### config.mk
export PLATFORM = sky130hd
export DESIGN_NAME = armleocpu_simple_bus_arbiter_flat
export DESIGN_NICKNAME = d
export VERILOG_FILES = /design/src/rtl/armleocpu_simple_bus_arbiter_if.sv /design/src/rtl/armleocpu_simple_bus_arbiter.sv /design/src/flat_wrapper.sv
export SDC_FILE = /design/constraint.sdc
export NUM_CORES = 1
export LEC_CHECK = 0
export CAP_MARGIN = 15
export CORE_ASPECT_RATIO = 1.5
export CORE_MARGIN = 2
export CORE_UTILIZATION = 27
export DETAILED_ROUTE_END_ITERATION = 12
export GPL_TIMING_DRIVEN = 1
export REMOVE_ABC_BUFFERS = 1
export SLEW_MARGIN = 0
export SYNTH_ARGS = -nofsm -noshare
export SYNTH_HDL_FRONTEND = slang
export SYNTH_SLANG_ARGS = --single-unit
### constraint.sdc
create_clock -name clk -period 2.2 [get_ports clk]
set_clock_uncertainty 0.1 [all_clocks]
set_input_delay 0.33 -clock clk [delete_from_list [all_inputs] [get_ports clk]]
set_output_delay 0.33 -clock clk [all_outputs]
set_load 0.01 [all_outputs]
### src/rtl/armleocpu_simple_bus_arbiter_if.sv
// Requester-side and downstream register-bus signals of the simple bus arbiter.
// Handshake: a requester holds req_valid until it sees its one-cycle req_ready pulse; it must drop or re-present req_valid the cycle after.
interface armleocpu_simple_bus_arbiter_if #(
  parameter int REQ_COUNT = 2
);
  logic [REQ_COUNT-1:0]    req_valid;
  logic [REQ_COUNT-1:0]    req_write;
  logic [REQ_COUNT*32-1:0] req_address;
  logic [REQ_COUNT*32-1:0] req_wdata;
  logic [REQ_COUNT*4-1:0]  req_wstrb;
  logic [REQ_COUNT-1:0]    req_ready;
  logic [31:0]             req_rdata;
  logic [1:0]              req_resp;
  logic                    busy;

  logic [31:0]             address;
  logic                    write;
  logic                    read;
  logic [31:0]             write_data;
  logic [3:0]              write_byteenable;
  logic [31:0]             read_data;
  logic                    address_error;
  logic                    write_error;

  modport slave (
    input  req_valid, req_write, req_address, req_wdata, req_wstrb,
    output req_ready, req_rdata, req_resp, busy,
    output address, write, read, write_data, write_byteenable,
    input  read_data, address_error, write_error
  );

  modport master (
    output req_valid, req_write, req_address, req_wdata, req_wstrb,
    input  req_ready, req_rdata, req_resp, busy,
    input  address, write, read, write_data, write_byteenable,
    output read_data, address_error, write_error
  );
endinterface

### src/rtl/armleocpu_simple_bus_arbiter.sv
// Round-robin arbiter that serialises several requesters onto one register-bus slave,
// one downstream access per grant, with registered response returned to the winner only.
module armleocpu_simple_bus_arbiter #(
  parameter int REQ_COUNT = 2
) (
  input  logic                                 clk,
  input  logic                                 rst_n,
  armleocpu_simple_bus_arbiter_if.slave        bus,
  output logic [1:0]                           state_o
);
  localparam int REQ_COUNT_WIDTH = (REQ_COUNT > 1) ? $clog2(REQ_COUNT) : 1;

  typedef enum logic [1:0] {
    STATE_IDLE   = 2'd0,
    STATE_ACCESS = 2'd1,
    STATE_RESP   = 2'd2
  } state_t;

  state_t                     state_q;
  logic [REQ_COUNT_WIDTH-1:0] winner_q;
  logic [REQ_COUNT_WIDTH-1:0] last_grant_q;
  logic [31:0]                address_q;
  logic [31:0]                wdata_q;
  logic [3:0]                 wstrb_q;
  logic                       write_q;
  logic [31:0]                rdata_q;
  logic [1:0]                 resp_q;
  logic [REQ_COUNT-1:0]       req_ready_q;

  logic                       grant_found;
  logic [REQ_COUNT_WIDTH-1:0] grant_idx;
  logic                       write_s;
  logic                       read_s;

  // Scan starts one past the last grant; one wrap subtraction suffices since last+1+k < 2*REQ_COUNT.
  always_comb begin
    int cand;
    cand        = 0;
    grant_found = 1'b0;
    grant_idx   = '0;
    for (int k = 0; k < REQ_COUNT; k++) begin
      cand = int'(last_grant_q) + 1 + k;
      if (cand >= REQ_COUNT) cand = cand - REQ_COUNT;
      if (!grant_found && bus.req_valid[cand]) begin
        grant_found = 1'b1;
        grant_idx   = REQ_COUNT_WIDTH'(cand);
      end
    end
  end

  // Strobes follow the slave's combinational error flags so a rejected access never fires.
  assign write_s = (state_q == STATE_ACCESS) && write_q && !bus.address_error && !bus.write_error;
  assign read_s  = (state_q == STATE_ACCESS) && !write_q && !bus.address_error;

  assign bus.write            = write_s;
  assign bus.read             = read_s;
  assign bus.busy             = (state_q != STATE_IDLE);
  assign bus.address          = address_q;
  assign bus.write_data       = wdata_q;
  assign bus.write_byteenable = wstrb_q;
  assign bus.req_ready        = req_ready_q;
  assign bus.req_rdata        = rdata_q;
  assign bus.req_resp         = resp_q;
  assign state_o              = state_q;

  always_ff @(posedge clk or negedge rst_n) begin
    if (!rst_n) begin
      state_q      <= STATE_IDLE;
      winner_q     <= '0;
      last_grant_q <= REQ_COUNT_WIDTH'(REQ_COUNT - 1);
      address_q    <= '0;
      wdata_q      <= '0;
      wstrb_q      <= '0;
      write_q      <= 1'b0;
      rdata_q      <= '0;
      resp_q       <= 2'b00;
      req_ready_q  <= '0;
    end else begin
      case (state_q)
        STATE_IDLE: begin
          if (grant_found) begin
            winner_q  <= grant_idx;
            address_q <= bus.req_address[32*int'(grant_idx) +: 32];
            wdata_q   <= bus.req_wdata[32*int'(grant_idx) +: 32];
            wstrb_q   <= bus.req_wstrb[4*int'(grant_idx) +: 4];
            write_q   <= bus.req_valid[grant_idx] & bus.req_write[grant_idx];
            state_q   <= STATE_ACCESS;
          end
        end
        STATE_ACCESS: begin
          rdata_q     <= read_s ? bus.read_data : 32'h0;
          resp_q      <= bus.address_error ? 2'b11 :
                         (write_q && bus.write_error) ? 2'b10 : 2'b00;
          req_ready_q <= REQ_COUNT'(1) << winner_q;
          state_q     <= STATE_RESP;
        end
        STATE_RESP: begin
          last_grant_q <= winner_q;
          req_ready_q  <= '0;
          rdata_q      <= '0;
          resp_q       <= 2'b00;
          state_q      <= STATE_IDLE;
        end
        default: begin
          state_q <= STATE_IDLE;
        end
      endcase
    end
  end
endmodule

### src/flat_wrapper.sv
// flat-port wrapper written by rule: the top's interface ports become plain ports
module armleocpu_simple_bus_arbiter_flat 
#(
  parameter int REQ_COUNT = 2
)
  (clk, rst_n, state_o, bus_req_valid, bus_req_write, bus_req_address, bus_req_wdata, bus_req_wstrb, bus_req_ready, bus_req_rdata, bus_req_resp, bus_busy, bus_address, bus_write, bus_read, bus_write_data, bus_write_byteenable, bus_read_data, bus_address_error, bus_write_error);
  armleocpu_simple_bus_arbiter_if #(.REQ_COUNT(REQ_COUNT)) bus_i ();
  input  logic clk;
  input  logic rst_n;
  output logic [1:0] state_o;
  input wire logic [$bits(bus_i.req_valid)-1:0] bus_req_valid;
  input wire logic [$bits(bus_i.req_write)-1:0] bus_req_write;
  input wire logic [$bits(bus_i.req_address)-1:0] bus_req_address;
  input wire logic [$bits(bus_i.req_wdata)-1:0] bus_req_wdata;
  input wire logic [$bits(bus_i.req_wstrb)-1:0] bus_req_wstrb;
  output wire logic [$bits(bus_i.req_ready)-1:0] bus_req_ready;
  output wire logic [$bits(bus_i.req_rdata)-1:0] bus_req_rdata;
  output wire logic [$bits(bus_i.req_resp)-1:0] bus_req_resp;
  output wire logic [$bits(bus_i.busy)-1:0] bus_busy;
  output wire logic [$bits(bus_i.address)-1:0] bus_address;
  output wire logic [$bits(bus_i.write)-1:0] bus_write;
  output wire logic [$bits(bus_i.read)-1:0] bus_read;
  output wire logic [$bits(bus_i.write_data)-1:0] bus_write_data;
  output wire logic [$bits(bus_i.write_byteenable)-1:0] bus_write_byteenable;
  input wire logic [$bits(bus_i.read_data)-1:0] bus_read_data;
  input wire logic [$bits(bus_i.address_error)-1:0] bus_address_error;
  input wire logic [$bits(bus_i.write_error)-1:0] bus_write_error;
  assign bus_i.req_valid = bus_req_valid;
  assign bus_i.req_write = bus_req_write;
  assign bus_i.req_address = bus_req_address;
  assign bus_i.req_wdata = bus_req_wdata;
  assign bus_i.req_wstrb = bus_req_wstrb;
  assign bus_req_ready = bus_i.req_ready;
  assign bus_req_rdata = bus_i.req_rdata;
  assign bus_req_resp = bus_i.req_resp;
  assign bus_busy = bus_i.busy;
  assign bus_address = bus_i.address;
  assign bus_write = bus_i.write;
  assign bus_read = bus_i.read;
  assign bus_write_data = bus_i.write_data;
  assign bus_write_byteenable = bus_i.write_byteenable;
  assign bus_i.read_data = bus_read_data;
  assign bus_i.address_error = bus_address_error;
  assign bus_i.write_error = bus_write_error;
  armleocpu_simple_bus_arbiter #(.REQ_COUNT(REQ_COUNT)) u_core (.clk(clk), .rst_n(rst_n), .bus(bus_i), .state_o(state_o));
endmodule
Yosys cells after proc, flatten, opt, wreduce, memory -nomap -nowiden:

Cells that the tools add are included.

* input bits: 176
* flip-flop bits (word level): 109
* output and inout port bits: 109

* muxes and demuxes: 24
* magnitude comparators: 5
* bitwise operators: 1
* $add $sub $neg: 4
* reduce and logical (&&, ||, !) cells: 15
* shifts and indexed selects: 4
* eq/ne operators: 3

Operator list (count)
* indexed part select 64 x 7 -> 32 bit: 2
* two-way mux 32 bit: 3
* < comparator 32 x 3 -> 1 bit, second input constant: 2
* case mux 32 bit (2 select lines): 1
* adder 32 x 2 -> 32 bit, second input constant: 1
* >= comparator 32 x 3 -> 1 bit, second input constant: 1
* subtractor 32 x 3 -> 32 bit, second input constant: 1
* two-way mux 1 bit: 14
* case mux 2 bit (2 select lines): 3
* indexed part select 8 x 4 -> 4 bit: 1
* logical AND 1 bit: 7
* two-way mux 2 bit: 3
* logical NOT 1 bit: 4
* nonzero test 2 bit: 2
* subtractor 2 x 2 -> 3 bit, second input constant: 1
* adder 1 x 1 -> 2 bit, second input constant: 1
* equality test 2 x 1 -> 1 bit, second input constant: 1
* equality test 2 bit, second input constant: 1
* >= comparator 2 bit, second input constant: 1
* logical NOT 2 bit: 1
* < comparator 1 x 2 -> 1 bit, second input constant: 1
* != test 2 x 1 -> 1 bit, second input constant: 1
* AND reduction 2 bit: 1
* << shifter 1 x 1 -> 2 bit, first input constant: 1
* bitwise AND 1 bit: 1

Logic depth before layout (Yosys ltp):

* depth in word-level cells: 13
* depth in mapped cells: 8

Worst setup path before layout:

Ideal clock, no wire load.

* kind: flip-flop to flip-flop
* start: reg u_core.state_q[1], in the netlist u_core.state_o[1]
* end: reg u_core.rdata_q[25], in the netlist u_core.bus.req_rdata[25]
* setup slack: 0.489 ns
* stages on the path, launching flop included: 7
* buffers on the path: 1
* data arrival time: 1.544 ns
* library setup time: 0.066 ns
* cell sequence: dfrtp_1 inv_1 ha_1 nor3b_2 nor3b_2 buf_4 a22o_1

* longest elaborated chain between the ends: 5
* elaborated cells between the ends (all ways): 7

RTL lines
* start, declared: RTL line armleocpu_simple_bus_arbiter.sv:19 `state_t state_q;`
* start signal, assigned: RTL line armleocpu_simple_bus_arbiter.sv:68 `state_q <= STATE_IDLE;`
* start signal, assigned: RTL line armleocpu_simple_bus_arbiter.sv:87 `state_q <= STATE_ACCESS;`
* start signal, assigned: RTL line armleocpu_simple_bus_arbiter.sv:95 `state_q <= STATE_RESP;`
* equality test 2 x 1 -> 1 bit: RTL line armleocpu_simple_bus_arbiter.sv:53 `assign read_s = (state_q == STATE_ACCESS) && !write_q && !bus.address_error;`
* logical AND 1 bit (2 in a row): RTL line armleocpu_simple_bus_arbiter.sv:53
* via bus_read: RTL line flat_wrapper.sv:22 `output wire logic [$bits(bus_i.read)-1:0] bus_read;`
* two-way mux 32 bit: RTL line armleocpu_simple_bus_arbiter.sv:91 `rdata_q <= read_s ? bus.read_data : 32'h0;`
* case mux 32 bit (2 select lines): RTL line armleocpu_simple_bus_arbiter.sv:79 `case (state_q)`
* end signal, assigned: RTL line armleocpu_simple_bus_arbiter.sv:91
* end, declared: RTL line armleocpu_simple_bus_arbiter.sv:26 `logic [31:0] rdata_q;`

The timed path passes the listed nets, and every way through them passes these cells.
A chain may end at the register's enable or synchronous reset.

Worst setup path after layout:

* start: reg u_core.state_q[1], in the netlist u_core.state_o[1]
* end: out bus_write

* longest elaborated chain between the ends: 4

RTL lines
* equality test 2 x 1 -> 1 bit: RTL line armleocpu_simple_bus_arbiter.sv:52 `assign write_s = (state_q == STATE_ACCESS) && write_q && !bus.address_error && !bus.write_error;`
* logical AND 1 bit (3 in a row): RTL line armleocpu_simple_bus_arbiter.sv:52
* end, declared: RTL line flat_wrapper.sv:21 `output wire logic [$bits(bus_i.write)-1:0] bus_write;`

Every way passes these cells.

==> flow_summary.ini <==
[run_status]
outcome = completed

[clock_tree]
cts_buffers = 9
clockBufferDepth = 2
clock_latency_ps = 340
clock-root-buffer = clkbuf_16
path_clk_slew_ps = 80
htree_levels = 3
cts_tree = yes
clock_sinks = 109

[min_path]
hold_path.class = reg -> reg
hold_depth = 2
holdPathEnd = u_core.bus.req_ready[0]
hold_start = u_core.bus.req_ready[0]

[grt]
antenna_found_initial = 1
grt_first_pass_wirelength_mm = 24.4
grt_pass1_vias = 4679
grt_max_degree = 54
grt_usage_pct = 16.5
grt-ovfl-total = 0

[power_and_ir_drop]
finalPower_mw = 9.74
power.density_nw_per_um2 = 1200
leakagePower_nw = 3.44
peakVddDrop_mv = 0.481

[worst_setup_path]
rr_startpoint = u_core.state_o[1]
path_class = reg -> out
crit_fanout = 4
cp_data_required_time_ps = 1770
crit_arrival_ps = 1560
critical_path.endpoint_type = output port
r2r_slack_ps = 450
critPathLaunchType = flop
ff2ff_path_depth = 6
regToRegEndpoint = u_core.bus.req_rdata[22]

[drt]
vias = 4592
drc = 0
ant_nets = 0
drt-total-wl_mm = 15.8
viasPerCell = 4.69
drt-initial-drc-count = 158
drt_pre_antenna_iters = 4
met1_length_mm = 5.75
wl_met3_mm = 1.07
route.met2.wl_mm = 8.78
wl_per_cell_um = 16.1
routed.top_layer = met4

[logic_synthesis]
synth.yosys.seq_area_share_pct = 58.3
syn_inst = 487
ys_ff_latch = 109
synth-simple-area-share_pct = 12.8
synth_compound_area_share_pct = 22.2
synth_cell_types = 28
synth_top_family_by_area = compound AO/OA/AOI/OAI gates
synth_fa_ha_area_share_pct = 1.34
synth_top_area_share_pct = 57.7
syn_avg_cell_area_um2 = 9.61
synthMuxAreaShare_pct = 0.722
synth.largest_area_cell = dfrtp_1
ys.warnings.count = 0
synth_xor_area_share_pct = 0
synth_area_um2 = 4680
synth.top_cells.by_area = dfrtp_1, a21oi_1, a22o_1, nand2_1, nor2_1

[finish]
fillers = 1669
fin_nets = 943
final_common_cell = clkdlybuf4s50_1
mostFrequentLayoutCells = clkdlybuf4s50_1, a21oi_1, dfrtp_1
drive_gt1_share_pct = 5.35
stdcell_area_um2 = 8140
syn_to_final_growth_pct = 73.9

[floorplanning]
dieArea_um2 = 18400
die_y_um = 165
coreArea_um2 = 17200
io_pins = 285
fp-row-count = 59
die_w_um = 112
floorplan.initialDensity_pct = 27.2

[timing]
holdWs_ps = 386
max_slew_margin_pct = 62.4
max_freq_mhz = 502
timing.final.max_slew_violations = 0
min_period_ps = 1990
grt_setup_unrepaired = no
tightest_slew_ps = 564
post-route-period-util_pct = 90.6
finalSetupViolCount = 0
hold_viol_final = 0

[placement]
dpl_cell_area_um2 = 7850
gp_congestion = 0.787
port_buffers = 284
hpwl_mm = 11.9

[job]
drv_cap = 0
[Yosys cell counts]
cell / count
inv_2: 1
dfrtp_1: 108
nor3b_2: 2
a21boi_2: 1
o31ai_1: 2
buf_6: 1
o221a_1: 1
o21ai_2: 1
mux2_2: 3
buf_4: 9
buf_1: 1
a21oi_1: 137
a22o_1: 32
clkbuf_1: 15
inv_1: 5
o21a_1: 1
ha_1: 5
nand2b_1: 1
dfstp_2: 1
buf_2: 11
nor4bb_1: 1
nor2_1: 68
nor3_1: 1
a21bo_1: 1
nand2_1: 73
o21ai_0: 2
nand3b_1: 2
nand4b_1: 1
[worst max-delay path, stage by stage (launching register included)]
cell and delay, ps:
dfrtp_1 410, inv_1 130, ha_1 170, nor4bb_1 210, dlygate4sd2_1 300
[flip-flops by register name, summed over array words and instances (netlist names)]
| name | flops |
|---|---|
| u_core.bus.write_byteenable | 4 |
| u_core.bus.address | 32 |
| u_core.state_o | 2 |
| u_core.bus.req_rdata | 32 |
| u_core.bus.req_resp | 2 |
| u_core.last_grant_q | 1 |
| u_core.bus.write_data | 32 |
| u_core.winner_q | 1 |
| u_core.write_q | 1 |
| u_core.bus.req_ready | 2 |
[per-stage QoR]
stage                     setup WS, ps  setup TNS (ps)  utilization, %  instances
after global placement            32.4               0            45.7        962
final                              207               0            47.3        980
after CTS                         29.7               0            47.3        978
after floorplan                   -308          -22490               -        450
after global routing              32.7               0            47.3        979
after detailed placement          68.9               0            45.7        962
[worst max path at each step]
stage	slack [ps]	to	start
floorplan	-310	u_core.bus.req_rdata[0]	u_core.state_o[0]
global placement	30	bus_write	bus_address_error
detailed placement	70	bus_write	bus_address_error
CTS	30	bus_busy	u_core.state_o[0]
global route	30	bus_write	u_core.state_o[1]
finish	210	bus_write	u_core.state_o[1]
[logic make-up (layout without fill, tap and decap cells)]
kind of cell	after synthesis	in the layout
simple gates	149	149
flops	109	109
other cells	0	1
buf+inv	43	322
compound gates	178	178
mux	3	3
fa+ha+maj	5	5
[metal layers]
metal	vias up	global-route usage, %
li1	2213	-
met1	2183	17.5
met2	182	31.7
met3	14	4.93
met4	0	4.38
met5	-	0
[power by group]
group	switching [mW]	internal, mW	total [mW]
clock network	0.720	0.774	1.49
logic	2.36	2.59	4.94
registers	0.469	2.83	3.30
[cell type report]
| cell class | instances | area [µm²] | share of cell area (%) |
|---|---|---|---|
| inverters | 6 | 22.5 | 0.277 |
| clock inverters | 4 | 33.8 | 0.415 |
| well taps | 213 | 267 | 3.27 |
| repair buffers | 301 | 3100 | 38.0 |
| diodes | 1 | 2.50 | 0.0307 |
| clock buffers | 11 | 233 | 2.86 |
| flip-flops and latches | 109 | 2730 | 33.5 |
| multi-input cells | 335 | 1760 | 21.6 |
[timing repair]
item	in CTS	in global routing
gates resized for setup	2	1
hold buffers	1	0
setup buffers	0	1
setup endpoints to repair	2	1
hold endpoints to repair	36	0
No activity file was read; power rests on OpenSTA's default activity.
